### config.mk
export PLATFORM = sky130hd
export DESIGN_NAME = timer_scheduler
export DESIGN_NICKNAME = d
export VERILOG_FILES = /design/src/rtl/timer_scheduler.sv
export SDC_FILE = /design/constraint.sdc
export NUM_CORES = 1
export LEC_CHECK = 0
export BUFFER_PORTS_ARGS = -buffer_cell sky130_fd_sc_hd__buf_2
export CORE_MARGIN = 2
export CORE_UTILIZATION = 45
export CTS_CLUSTER_DIAMETER = 150
export DETAILED_ROUTE_END_ITERATION = 10
export GPL_ROUTABILITY_DRIVEN = 0
export HOLD_SLACK_MARGIN = 0.03
export PLACE_DENSITY_LB_ADDON = 0.3
export RECOVER_POWER = 100
export SYNTH_ARGS = -nofsm -noshare
export SYNTH_HDL_FRONTEND = slang
export SYNTH_SLANG_ARGS = --single-unit
### constraint.sdc
create_clock -name clk -period 6.9 [get_ports clk]
set_input_delay 1.035 -clock clk [delete_from_list [all_inputs] [get_ports clk]]
set_output_delay 1.035 -clock clk [all_outputs]
set_load 0.01 [all_outputs]
### src/rtl/timer_scheduler.sv
// Delay-command scheduler: queues short/long delay commands and issues them one at a
// time to an external down-counter timer, pulsing done when each delay expires.
module timer_scheduler #(
  parameter int DEPTH = 4,
  parameter int GUARD = 3
) (
  input  logic                   clk,
  input  logic                   rst,
  input  logic                   cs,
  input  logic [3:0]             op,
  input  logic [7:0]             addr,
  input  logic [15:0]            data_in,
  output logic                   tmr_cs,
  output logic [3:0]             tmr_op,
  output logic [7:0]             tmr_addr,
  output logic [15:0]            tmr_data,
  input  logic                   tmr_rdy,
  output logic                   rdy,
  output logic                   done,
  output logic                   busy,
  output logic                   full,
  output logic [$clog2(DEPTH):0] count,
  output logic                   ovf
);

  localparam int AW = $clog2(DEPTH);
  localparam int CW = AW + 1;
  localparam int GW = (GUARD > 1) ? $clog2(GUARD) : 1;
  localparam logic [CW-1:0] DEPTH_C    = CW'(DEPTH);
  localparam logic [GW-1:0] GUARD_LOAD = GW'(GUARD - 1);

  typedef enum logic [1:0] {
    ST_IDLE  = 2'd0,
    ST_ISSUE = 2'd1,
    ST_GUARD = 2'd2,
    ST_RUN   = 2'd3
  } state_t;

  logic [24:0]   mem_r [DEPTH];
  logic [AW-1:0] wr_ptr_r;
  logic [AW-1:0] rd_ptr_r;
  logic [CW-1:0] count_r;
  logic          ovf_r;
  state_t        state_r;
  state_t        state_s;
  logic [GW-1:0] guard_cnt_r;
  logic [3:0]    tmr_op_r;
  logic [7:0]    tmr_addr_r;
  logic [15:0]   tmr_data_r;

  logic          delay_cmd_s;
  logic          flush_s;
  logic          full_s;
  logic          pop_s;
  logic          push_s;
  logic          drop_s;
  logic          done_s;
  logic [24:0]   head_s;

  // Command decode; nothing is accepted while reset is asserted.
  always_comb begin
    delay_cmd_s = 1'b0;
    flush_s     = 1'b0;
    if (cs && !rst) begin
      case (op[1:0])
        2'b00, 2'b01: delay_cmd_s = 1'b1;
        2'b10:        flush_s     = 1'b1;
        default: begin
          delay_cmd_s = 1'b0;
          flush_s     = 1'b0;
        end
      endcase
    end else begin
      delay_cmd_s = 1'b0;
      flush_s     = 1'b0;
    end
  end

  // Queue handshake: a pop in the same cycle frees a slot for a push even when full.
  always_comb begin
    full_s = (count_r == DEPTH_C);
    pop_s  = (state_r == ST_IDLE) && (count_r != {CW{1'b0}}) && !flush_s && !rst;
    push_s = delay_cmd_s && (!full_s || pop_s);
    drop_s = delay_cmd_s && !push_s;
    done_s = (state_r == ST_RUN) && tmr_rdy && !flush_s && !rst;
    head_s = mem_r[rd_ptr_r];
  end

  // Next-state logic; a flush abandons whatever is running.
  always_comb begin
    state_s = state_r;
    if (flush_s) begin
      state_s = ST_IDLE;
    end else begin
      case (state_r)
        ST_IDLE:  state_s = pop_s ? ST_ISSUE : ST_IDLE;
        ST_ISSUE: state_s = ST_GUARD;
        ST_GUARD: state_s = (guard_cnt_r == {GW{1'b0}}) ? ST_RUN : ST_GUARD;
        ST_RUN:   state_s = tmr_rdy ? ST_IDLE : ST_RUN;
        default:  state_s = ST_IDLE;
      endcase
    end
  end

  // State register and guard counter that masks stale tmr_rdy after a load.
  always_ff @(posedge clk) begin
    if (rst) begin
      state_r     <= ST_IDLE;
      guard_cnt_r <= {GW{1'b0}};
    end else begin
      state_r <= state_s;
      if (state_r == ST_ISSUE) begin
        guard_cnt_r <= GUARD_LOAD;
      end else if ((state_r == ST_GUARD) && (guard_cnt_r != {GW{1'b0}})) begin
        guard_cnt_r <= guard_cnt_r - GW'(1);
      end else begin
        guard_cnt_r <= guard_cnt_r;
      end
    end
  end

  // FIFO storage; entry layout is {long, data_in, addr}.
  always_ff @(posedge clk) begin
    if (push_s) begin
      mem_r[wr_ptr_r] <= {op[0], data_in, addr};
    end
  end

  // FIFO pointers, occupancy and sticky overflow flag.
  always_ff @(posedge clk) begin
    if (rst || flush_s) begin
      wr_ptr_r <= {AW{1'b0}};
      rd_ptr_r <= {AW{1'b0}};
      count_r  <= {CW{1'b0}};
      ovf_r    <= 1'b0;
    end else begin
      if (push_s) begin
        wr_ptr_r <= wr_ptr_r + AW'(1);
      end
      if (pop_s) begin
        rd_ptr_r <= rd_ptr_r + AW'(1);
      end
      case ({push_s, pop_s})
        2'b10:   count_r <= count_r + CW'(1);
        2'b01:   count_r <= count_r - CW'(1);
        default: count_r <= count_r;
      endcase
      if (drop_s) begin
        ovf_r <= 1'b1;
      end
    end
  end

  // Timer operand registers load on pop and hold the last issued values.
  always_ff @(posedge clk) begin
    if (rst) begin
      tmr_op_r   <= 4'h0;
      tmr_addr_r <= 8'h00;
      tmr_data_r <= 16'h0000;
    end else if (pop_s) begin
      tmr_op_r   <= {3'b000, head_s[24]};
      tmr_addr_r <= head_s[7:0];
      tmr_data_r <= head_s[23:8];
    end
  end

  assign tmr_cs   = (state_r == ST_ISSUE);
  assign tmr_op   = tmr_op_r;
  assign tmr_addr = tmr_addr_r;
  assign tmr_data = tmr_data_r;
  assign busy     = (state_r != ST_IDLE);
  assign rdy      = (state_r == ST_IDLE) && (count_r == {CW{1'b0}});
  assign done     = done_s;
  assign full     = full_s;
  assign count    = count_r;
  assign ovf      = ovf_r;

endmodule

==> results of run 1 <==
[cell type report]
class | count | area, µm² | share of cell area [%]
timing repair buffer | 69 | 268 | 4.28
sequential | 137 | 3740 | 59.9
inverter | 8 | 30.0 | 0.480
multi-input combinational | 142 | 1380 | 22.0
tap | 143 | 179 | 2.86
clock buffer | 20 | 457 | 7.30
clock inverter | 12 | 196 | 3.14
[cells in the mapped netlist, drive strengths merged]
cell type | n | area share, %
edfxtp | 100 | 57
nor2 | 39 | 2.9
dfxtp | 37 | 14
mux2i | 29 | 5.5
mux4 | 25 | 11
buf | 13 | 2.1
inv | 8 | 0.57
clkbuf | 5 | 0.36
ha | 5 | 1.2
a21oi | 4 | 0.45
and2 | 4 | 0.47
nand3 | 4 | 0.38
nand2 | 3 | 0.21
or2 | 3 | 0.36
a31oi | 2 | 0.24
and3 | 2 | 0.24
or3 | 2 | 0.24
xor2 | 2 | 0.33
a211o | 1 | 0.17
a21boi | 1 | 0.14
a21o | 1 | 0.14
a311oi | 1 | 0.17
and3b | 1 | 0.19
conb | 1 | 0.071
fa | 1 | 0.38
nor2b | 1 | 0.12
nor3 | 1 | 0.095
nor3b | 1 | 0.14
nor4b | 1 | 0.45
o21ai | 1 | 0.095
o21bai | 1 | 0.14
or2b | 1 | 0.17
or3b | 1 | 0.17
xnor2 | 1 | 0.17
[metal layers]
metal,share of wire [%],up-vias
met5,0,-
met4,1.6,0
met3,4.1,11
met2,51,54
met1,43,1352
li1,-,1280
[worst min-delay path: cells and delay by family (launching register included)]
family	cells	cell delay [ns]
DFF	1	0.32
AOI/OAI and AO/OA	1	0.04
and+or+nand+nor	1	0.08
[worst paths after layout]
path / cells past startpoint / endpoint / slack (ns) / startpoint
setup / recovery: 4 / done / 2.76 / rst
hold / removal: 2 / ovf / 0.48 / ovf
setup reg to reg: 6 / tmr_data[13] / 3.87 / state_r[1]
hold reg to reg: 2 / ovf / 0.48 / ovf
[power by group]
group          switching, mW  total, mW  internal (mW)
registers             0.0599       1.00          0.943
logic                  0.190      0.370          0.181
clock network          0.324      0.983          0.659
[per-stage QoR]
| stage | utilization, % | cells | instance area, µm² | power (mW) |
|---|---|---|---|---|
| final | 54.8 | 531 | 6250 | 2.36 |
| after global routing | 54.8 | 531 | 6250 | 2.46 |
| after CTS | 55.6 | 531 | 6350 | 2.39 |
| after detailed placement | 49.9 | 499 | 5690 | 1.40 |
| after global placement | 49.9 | 499 | 5690 | 1.39 |
| after floorplan | - | 305 | 5280 | 1.31 |
[flip-flops by register name (all words and copies together), names as in the netlist]
| signal | cells |
|---|---|
| tmr_addr | 8 |
| state_r | 2 |
| guard_cnt_r | 2 |
| rd_ptr_r | 2 |
| tmr_op | 1 |
| mem_r | 100 |
| ovf | 1 |
| wr_ptr_r | 2 |
| tmr_data | 16 |
| count | 3 |
[cells by family after synthesis]
| logic type | count (synthesis) | share of synthesized area, % |
|---|---|---|
| multiplexers | 54 | 16.2 |
| flip-flops | 137 | 71.0 |
| XOR/XNOR | 3 | 0.498 |
| AO/OA/AOI/OAI | 12 | 1.54 |
| adder cells (fa/ha/maj) | 6 | 1.57 |
| other | 1 | 0.0711 |
| AND/OR/NAND/NOR | 64 | 6.14 |
| buffers and inverters | 26 | 3.04 |
==> qor.txt, run 1 <==
status = finished, violations left
failing checks = max-capacitance violations, max-slew violations
diode count = 0
gr busiest metal = met2
min cycle time layout = 4.14 ns
cell count after synthesis = 303
CP cell instances = clkbuf_1, or2_0, nor2_1, clkbuf_1
Final nets = 413
Max Root-Sink Buffers = 2
CP Buf/Inv Count = 2
drt initial violations = 154
Slew headroom = -32.0%
Syn. warnings = 0
row count = 39
global-route wire length before repair = 14.3 mm
Max-cap violations = 6
M3 GR Usage = 4.86%
WS Path Type = in2out
Final Skew = 0.00497 ns
sequential share of the synthesized area = 71.0%
dpl hpwl = 5.25 mm
antenna violations before repair = 0
Final Max Tran Viols = 164
Final Hold Slack = 0.479 ns
worst slack, placed = 3.68 ns
cts repair resizes = 0
DRT Pass-1 Iters = 4
Via-to-Cell Ratio = 5.08
Buffers on Ports = 63
final hold violation count = 0
worst hold path class = reg2reg
Post-Route WL = 9.07 mm
critical path arrival = 3.11 ns
gr usage total = 15.3%
PnR worst setup slack = 2.76 ns
mapped cell area = 5280 µm²
crit path max fanout = 33
clock sinks = 137
# fillers = 963
Final period util = 60.0%
CP endpoint kind = output pin
Syn Area/Cell = 17.4 µm²
post-cts hold buffer count = 0
Worst-Skew Late Latency = 0.40 ns
Area Overhead vs Synth = 18.5%
total CTS buffers = 17
commonest non-fill, non-tap cell in the layout = edfxtp_1
DRC = 0
core box area = 11400 µm²
CTS tree = done
total gr overflow = 0
met1 Use GR = 18.2%
pin count of the biggest net entering global routing = 34
Power Density = 377 nW/µm²
leakage = 2.06 nW
die height = 112 µm
DRT antenna net count = 0
vias in the first global route = 2724
worst vdd ir = 0.177 mV
slowest CP cell = clkbuf_1
Largest stage delay, worst path = 1.19 ns
clk slew on worst S/H paths = 0.06 ns
die area = 12600 µm²
via count = 2697
most frequent cells in the layout = edfxtp_1 (100), clkbuf_1 (65), nor2_1 (38)
RSZ-0062 raised after global routing = no
Setup TNS = 0 ns
CP delay by family, top = buffers and inverters
io pins = 69
Crit path top cell by count = clkbuf_1
worst slew pin tran = 1.98 ns
H-tree depth = 4
layout cells sized above 1 = 17.8%
root buffer cell = clkbuf_16
die width = 112 µm
Starting Density = 46.2%
M2 GR Usage = 25.3%
CP startpoint kind = input pin
post-DR wirelength/cell = 17.1 µm
worst endpoint required time = 5.86 ns
Synth cell types = 42
Finish-stage setup viols = 0
Fmax = 242 MHz
Post-CTS Setup Inserts = 0
Seq cells post-synth = 137
No activity file was read; power rests on OpenSTA's default activity.
==> run 2: changes to the inputs <==
==> constraint.sdc (replaced) <==
create_clock -name clk -period 4.05 [get_ports clk]
set_input_delay 0.6075 -clock clk [delete_from_list [all_inputs] [get_ports clk]]
set_output_delay 0.6075 -clock clk [all_outputs]
set_load 0.01 [all_outputs]
==> qor.txt, run 2 (same netlist as run 1, synthesis figures left out) <==
status = finished, violations left
failing checks = max-capacitance violations, max-slew violations
vias in the first global route = 2776 (+1.9%)
Starting Density = 46.2% (unchanged)
worst vdd ir = 0.314 mV (+78%)
clock sinks = 137 (unchanged)
DRT Pass-1 Iters = 4 (unchanged)
critical path arrival = 3.11 ns (about the same)
post-cts hold buffer count = 0 (unchanged)
Endpoint, Worst Hold = mem_r[1][9]
core box area = 11400 µm² (unchanged)
Final Skew = 0.0105 ns (+0.00555 ns)
die height = 112 µm (unchanged)
worst hold path class = in2reg
Area Overhead vs Synth = 18.0%
row count = 39 (unchanged)
drt initial violations = 140 (-9.1%)
die width = 112 µm (unchanged)
Post-CTS Setup Inserts = 0 (unchanged)
Final period util = 75.2%
r2r setup slk = 1.50 ns (-2.37 ns)
R2R depth = 5 (-1)
RSZ-0062 raised after global routing = no
min cycle time layout = 3.04 ns
CTS tree = done
pin count of the biggest net entering global routing = 34 (unchanged)
root buffer cell = clkbuf_16
crit path max fanout = 33 (unchanged)
register name with the most flops = mem_r
r2r startpoint = state_r[1]
Via-to-Cell Ratio = 5.09 (+0.15%)
Max-cap violations = 1 (-5)
DRC = 0 (unchanged)
antenna violations before repair = 0 (unchanged)
final hold violation count = 0 (unchanged)
CP startpoint kind = input pin
most frequent cells in the layout = edfxtp_1 (100), clkbuf_1 (59), nor2_1 (39)
Max Root-Sink Buffers = 2 (unchanged)
WS Path Type = in2reg
global-route wire length before repair = 14.3 mm (+0.24%)
Post-Route WL = 8.84 mm (-2.5%)
Final Max Tran Viols = 34 (-79%)
io pins = 69 (unchanged)
Fmax = 329 MHz
Setup TNS = 0 ns (unchanged)
via count = 2701 (+0.15%)
worst endpoint required time = 4.12 ns (-1.74 ns)
DRT antenna net count = 0 (unchanged)
die area = 12600 µm² (unchanged)
RR Endpoint = mem_r[0][22]
clk slew on worst S/H paths = 0.05 ns (about the same)
Worst-Skew Late Latency = 0.40 ns (about the same)
worst slew pin tran = 1.59 ns (-0.387 ns)
layout cells sized above 1 = 19.1% (+1.3 points)
post-DR wirelength/cell = 16.6 µm (-2.5%)
diode count = 0 (unchanged)
Power Density = 629 nW/µm² (+67%)
total CTS buffers = 17 (unchanged)
Buffers on Ports = 63 (unchanged)
max reg flops = 100 (unchanged)
leakage = 2.07 nW (+0.62%)
Slew headroom = -6.26% (+26 points)
Final nets = 413 (unchanged)
hold path depth = 1 (-1)
cts repair resizes = 0 (unchanged)
H-tree depth = 4 (unchanged)
gr usage total = 15.1% (-0.18 points)
total gr overflow = 0 (unchanged)
dpl hpwl = 5.35 mm (+2.0%)
CP endpoint kind = flop
Finish-stage setup viols = 0 (unchanged)
Design Power = 3.91 mW (+66%)
commonest non-fill, non-tap cell in the layout = edfxtp_1
worst hold start = data_in[1]
run 2: cell count changes in the layout (fill, tap and decap cells not counted), sizes merged:
cell,delta
clkinvlp,-2
clkinv,+4
clkbuf,-4
bufinv,-1
buf,+3
run 2: stage by stage:
| step | instances | setup WS, ns | utilization (%) | hold slack (ns) | instance area (µm²) |
|---|---|---|---|---|---|
| floorplan | 305 | 1.60 | - | 0.481 | 5280 |
| global placement | 499 | 1.11 | 49.9 | 0.450 | 5690 |
| detailed placement | 499 | 1.07 | 49.9 | 0.463 | 5690 |
| CTS | 531 | 1.49 | 55.3 | 0.408 | 6310 |
| global route | 531 | 0.726 | 54.5 | 0.466 | 6230 |
| finish | 531 | 1.01 | 54.5 | 0.468 | 6230 |
run 2: final cells by class:
type                    count  area [µm²]
fillers                   920        5190
flip-flops and latches    137        3740
multi-input cells         142        1370
clock buffers              19         443
repair buffers             69         280
well taps                 143         179
clock inverters            13         178
inverters                   8        30.0
run 2: report_power, final:
part	leakage (nW)	switching, mW	internal (mW)	total, mW
logic	0.565	0.320	0.299	0.620
clock network	0.304	0.544	1.04	1.59
registers	1.20	0.103	1.61	1.71
run 2: how the worst max path moves through the flow:
stage                     slack (ns)           end  cells after the start  from
after global placement          1.11   mem_r[0][8]                      5   rst
after floorplan                 1.60      count[1]                      7    cs
after detailed placement        1.07   mem_r[0][8]                      5   rst
after CTS                       1.49   mem_r[0][5]                      5   rst
final                           1.01  mem_r[0][22]                      5   rst
after global routing            0.73   mem_r[0][5]                      5   rst
run 2: critical path: stages:
cell	delay (ns)
clkbuf_1	0.60
or3b_1	0.62
a21oi_1	0.39
and2_0	0.48
buf_4	0.39
run 2: metal layers:
layer | up-vias | track usage (%) | share of wire [%]
li1 | 1284 | - | -
met1 | 1340 | 18.8 | 43
met2 | 66 | 25.1 | 51
met3 | 11 | 4.54 | 4.4
met4 | 0 | 5.93 | 1.3
met5 | - | 0 | 0
==> run 3: changes to the inputs <==
--- a/config.mk
+++ b/config.mk
@@ -5,6 +5,7 @@
 export SDC_FILE = /design/constraint.sdc
 export NUM_CORES = 1
 export LEC_CHECK = 0
+export ABC_AREA = 1
 export BUFFER_PORTS_ARGS = -buffer_cell sky130_fd_sc_hd__buf_2
 export CORE_MARGIN = 2
 export CORE_UTILIZATION = 45
==> constraint.sdc (replaced) <==
create_clock -name clk -period 2.4 [get_ports clk]
set_input_delay 0.36 -clock clk [delete_from_list [all_inputs] [get_ports clk]]
set_output_delay 0.36 -clock clk [all_outputs]
set_load 0.01 [all_outputs]
==> qor.txt, run 3 <==
H-tree depth = 4 (unchanged)
antenna violations before repair = 0 (unchanged)
most frequent cells after synthesis = nor2_1 (111), edfxtp_1 (100), o21ai_0 (65), dfxtp_1 (37), a31oi_1 (26)
DRT Pass-1 Iters = 8 (+4)
post-DR wirelength/cell = 16.1 µm (-3.1%)
worst slew pin tran = 0.789 ns (-0.805 ns)
gr usage total = 18.1% (+2.9 points)
Via-to-Cell Ratio = 5.17 (+1.6%)
Largest stage delay, worst path = 0.35 ns (-0.27 ns)
worst slack, placed = 0.433 ns (-0.642 ns)
clk slew on worst S/H paths = 0.06 ns (about the same)
io pins = 69 (unchanged)
PnR worst setup slack = 0.408 ns (-0.597 ns)
RSZ-0062 raised after global routing = no
Max Root-Sink Buffers = 2 (unchanged)
post-synth top area share = 56.2% (-0.69 points)
die height = 113 µm (+0.59%)
layout cells sized above 1 = 10.8% (-8.3 points)
worst endpoint required time = 2.47 ns (-1.65 ns)
max reg flops = 100 (unchanged)
Syn. warnings = 0 (unchanged)
Power Density = 979 nW/µm² (+56%)
final core utilization = 54.5% (-0.071 points)
failing checks = design-rule violations
Seq cells post-synth = 137 (unchanged)
CTS tree = done
dpl hpwl = 6.34 mm (+18%)
pin count of the biggest net entering global routing = 53 (+56%)
global-route wire length before repair = 17.5 mm (+22%)
most frequent cells in the layout = nor2_1 (112), edfxtp_1 (100), o21ai_0 (71)
diode count = 0 (unchanged)
Design Power = 6.14 mW (+57%)
commonest non-fill, non-tap cell in the layout = nor2_1
WS Path Type = reg2reg
Syn Area/Cell = 11.7 µm² (-33%)
Post-Route WL = 11.0 mm (+24%)
Buffers on Ports = 63 (unchanged)
Final Skew = 0.00890 ns (-0.00162 ns)
Worst-Skew Late Latency = 0.41 ns (about the same)
Max-cap violations = 0 (-1)
top cells by area, synth = edfxtp_1 (56%), dfxtp_1 (14%), nor2_1 (7.8%)
total CTS buffers = 17 (unchanged)
leakage = 2.20 nW (+6.1%)
drt initial violations = 167 (+19%)
sequential share of the synthesized area = 70.1% (-0.86 points)
min cycle time layout = 1.99 ns
mapped cell area = 5340 µm² (+1.2%)
core box area = 11500 µm² (+0.85%)
crit path max fanout = 11 (-67%)
Placed Instances = 650 (+30%)
Setup TNS = 0 ns (unchanged)
critical path arrival = 2.06 ns (-1.05 ns)
root buffer cell = clkbuf_16
register name with the most flops = mem_r
CP startpoint kind = flop
worst vdd ir = 0.545 mV (+74%)
cts repair resizes = 0 (unchanged)
CP endpoint kind = flop
die width = 113 µm (+0.59%)
worst hold path class = in2reg
Final nets = 564 (+37%)
Final Cell Area = 6270 µm² (+0.72%)
DRC = 7 (+7)
vias in the first global route = 3555 (+28%)
die area = 12800 µm² (+1.2%)
Starting Density = 46.4% (+0.17 points)
Post-CTS Setup Inserts = 0 (unchanged)
Final Hold Slack = 0.208 ns (-0.260 ns)
Final Max Tran Viols = 0 (-100%)
Crit path top cell by count = nand2_1
post-cts hold buffer count = 0 (unchanged)
Finish-stage setup viols = 0 (unchanged)
number of synthesized flops with an enable pin = 100 (unchanged)
area leader, netlist = edfxtp_1
Synth async-reset ratio = 0% (unchanged)
Slew headroom = 47.3% (+54 points)
total gr overflow = 0 (unchanged)
row count = 39 (unchanged)
CP cell instances = inv_1, nand2_1, a21oi_1, nand2_1, nand2_1, nand2_4, nor2_1, clkbuf_2
final hold violation count = 0 (unchanged)
post-route insts no fill = 682 (+28%)
Area Overhead vs Synth = 17.4%
Post-synth top flop = edfxtp_1
status = finished, violations left
Fmax = 502 MHz
most common cell in the netlist = nor2_1
cell count after synthesis = 456 (+50%)
via count = 3524 (+30%)
clock sinks = 137 (unchanged)
placed cell areas = 5810 µm² (+2.1%)
Final period util = 83.0%
slowest CP cell = clkbuf_2
Synth cell types = 30 (-29%)
DRT antenna net count = 0 (unchanged)
run 3: changes by cell type in the layout (fill, tap and decap cells not counted), moves of 11 or more:
cell | before | now
a31oi_1 | 2 | 26
nand2_1 | 3 | 14
mux2i_1 | 29 | 0
nor2_1 | 39 | 112
mux4_2 | 25 | 0
o21ai_0 | 1 | 71
inv_1 | 8 | 20
run 3: area by class of cell:
class	instances	area [µm²]
flip-flops and latches	137	3740
fillers	991	5250
inverters	26	97.6
well taps	143	179
multi-input cells	269	1330
clock inverters	14	146
clock buffers	18	439
repair buffers	75	334
run 3: logic make-up after synthesis:
family                   after synthesis  synth area share (%)
AND/OR/NAND/NOR                      143                  12.0
flip-flops                           137                  70.1
AO/OA/AOI/OAI                        117                  11.7
buffers and inverters                 52                  4.55
adder cells (fa/ha/maj)                6                  1.55
other                                  1                0.0702
run 3: power by group:
group / total (mW) / internal (mW) / switching, mW
clock: 2.53 / 1.56 / 0.973
sequential: 2.77 / 2.67 / 0.0969
combinational: 0.833 / 0.254 / 0.579
total: 6.14 / 4.49 / 1.65
run 3: worst max-delay path: cells and delay by family (launching register included):
| family | cells | cell delay (ns) |
|---|---|---|
| simple gates | 5 | 0.67 |
| buf+inv | 2 | 0.54 |
| flops | 1 | 0.30 |
| compound gates | 1 | 0.14 |
run 3: worst paths after layout:
check	start	end	slack, ns	cells past startpoint
hold reg to reg	guard_cnt_r[0]	guard_cnt_r[0]	0.50	2
hold / removal	data_in[4]	mem_r[3][12]	0.21	1
setup / recovery	state_r[0]	mem_r[1][12]	0.41	8
setup reg to reg	state_r[0]	mem_r[1][12]	0.41	8
run 3: layer usage:
layer  routed length, µm  part of all wire (%)  global-route usage (%)  vias to the layer above
li1                    -                     -                       -                     1737
met1                4770                    43                    22.3                     1664
met2                5210                    47                    29.4                      110
met3                 848                   7.7                    6.70                       13
met4                 172                   1.6                    6.83                        0
met5                   0                     0                       0                        -
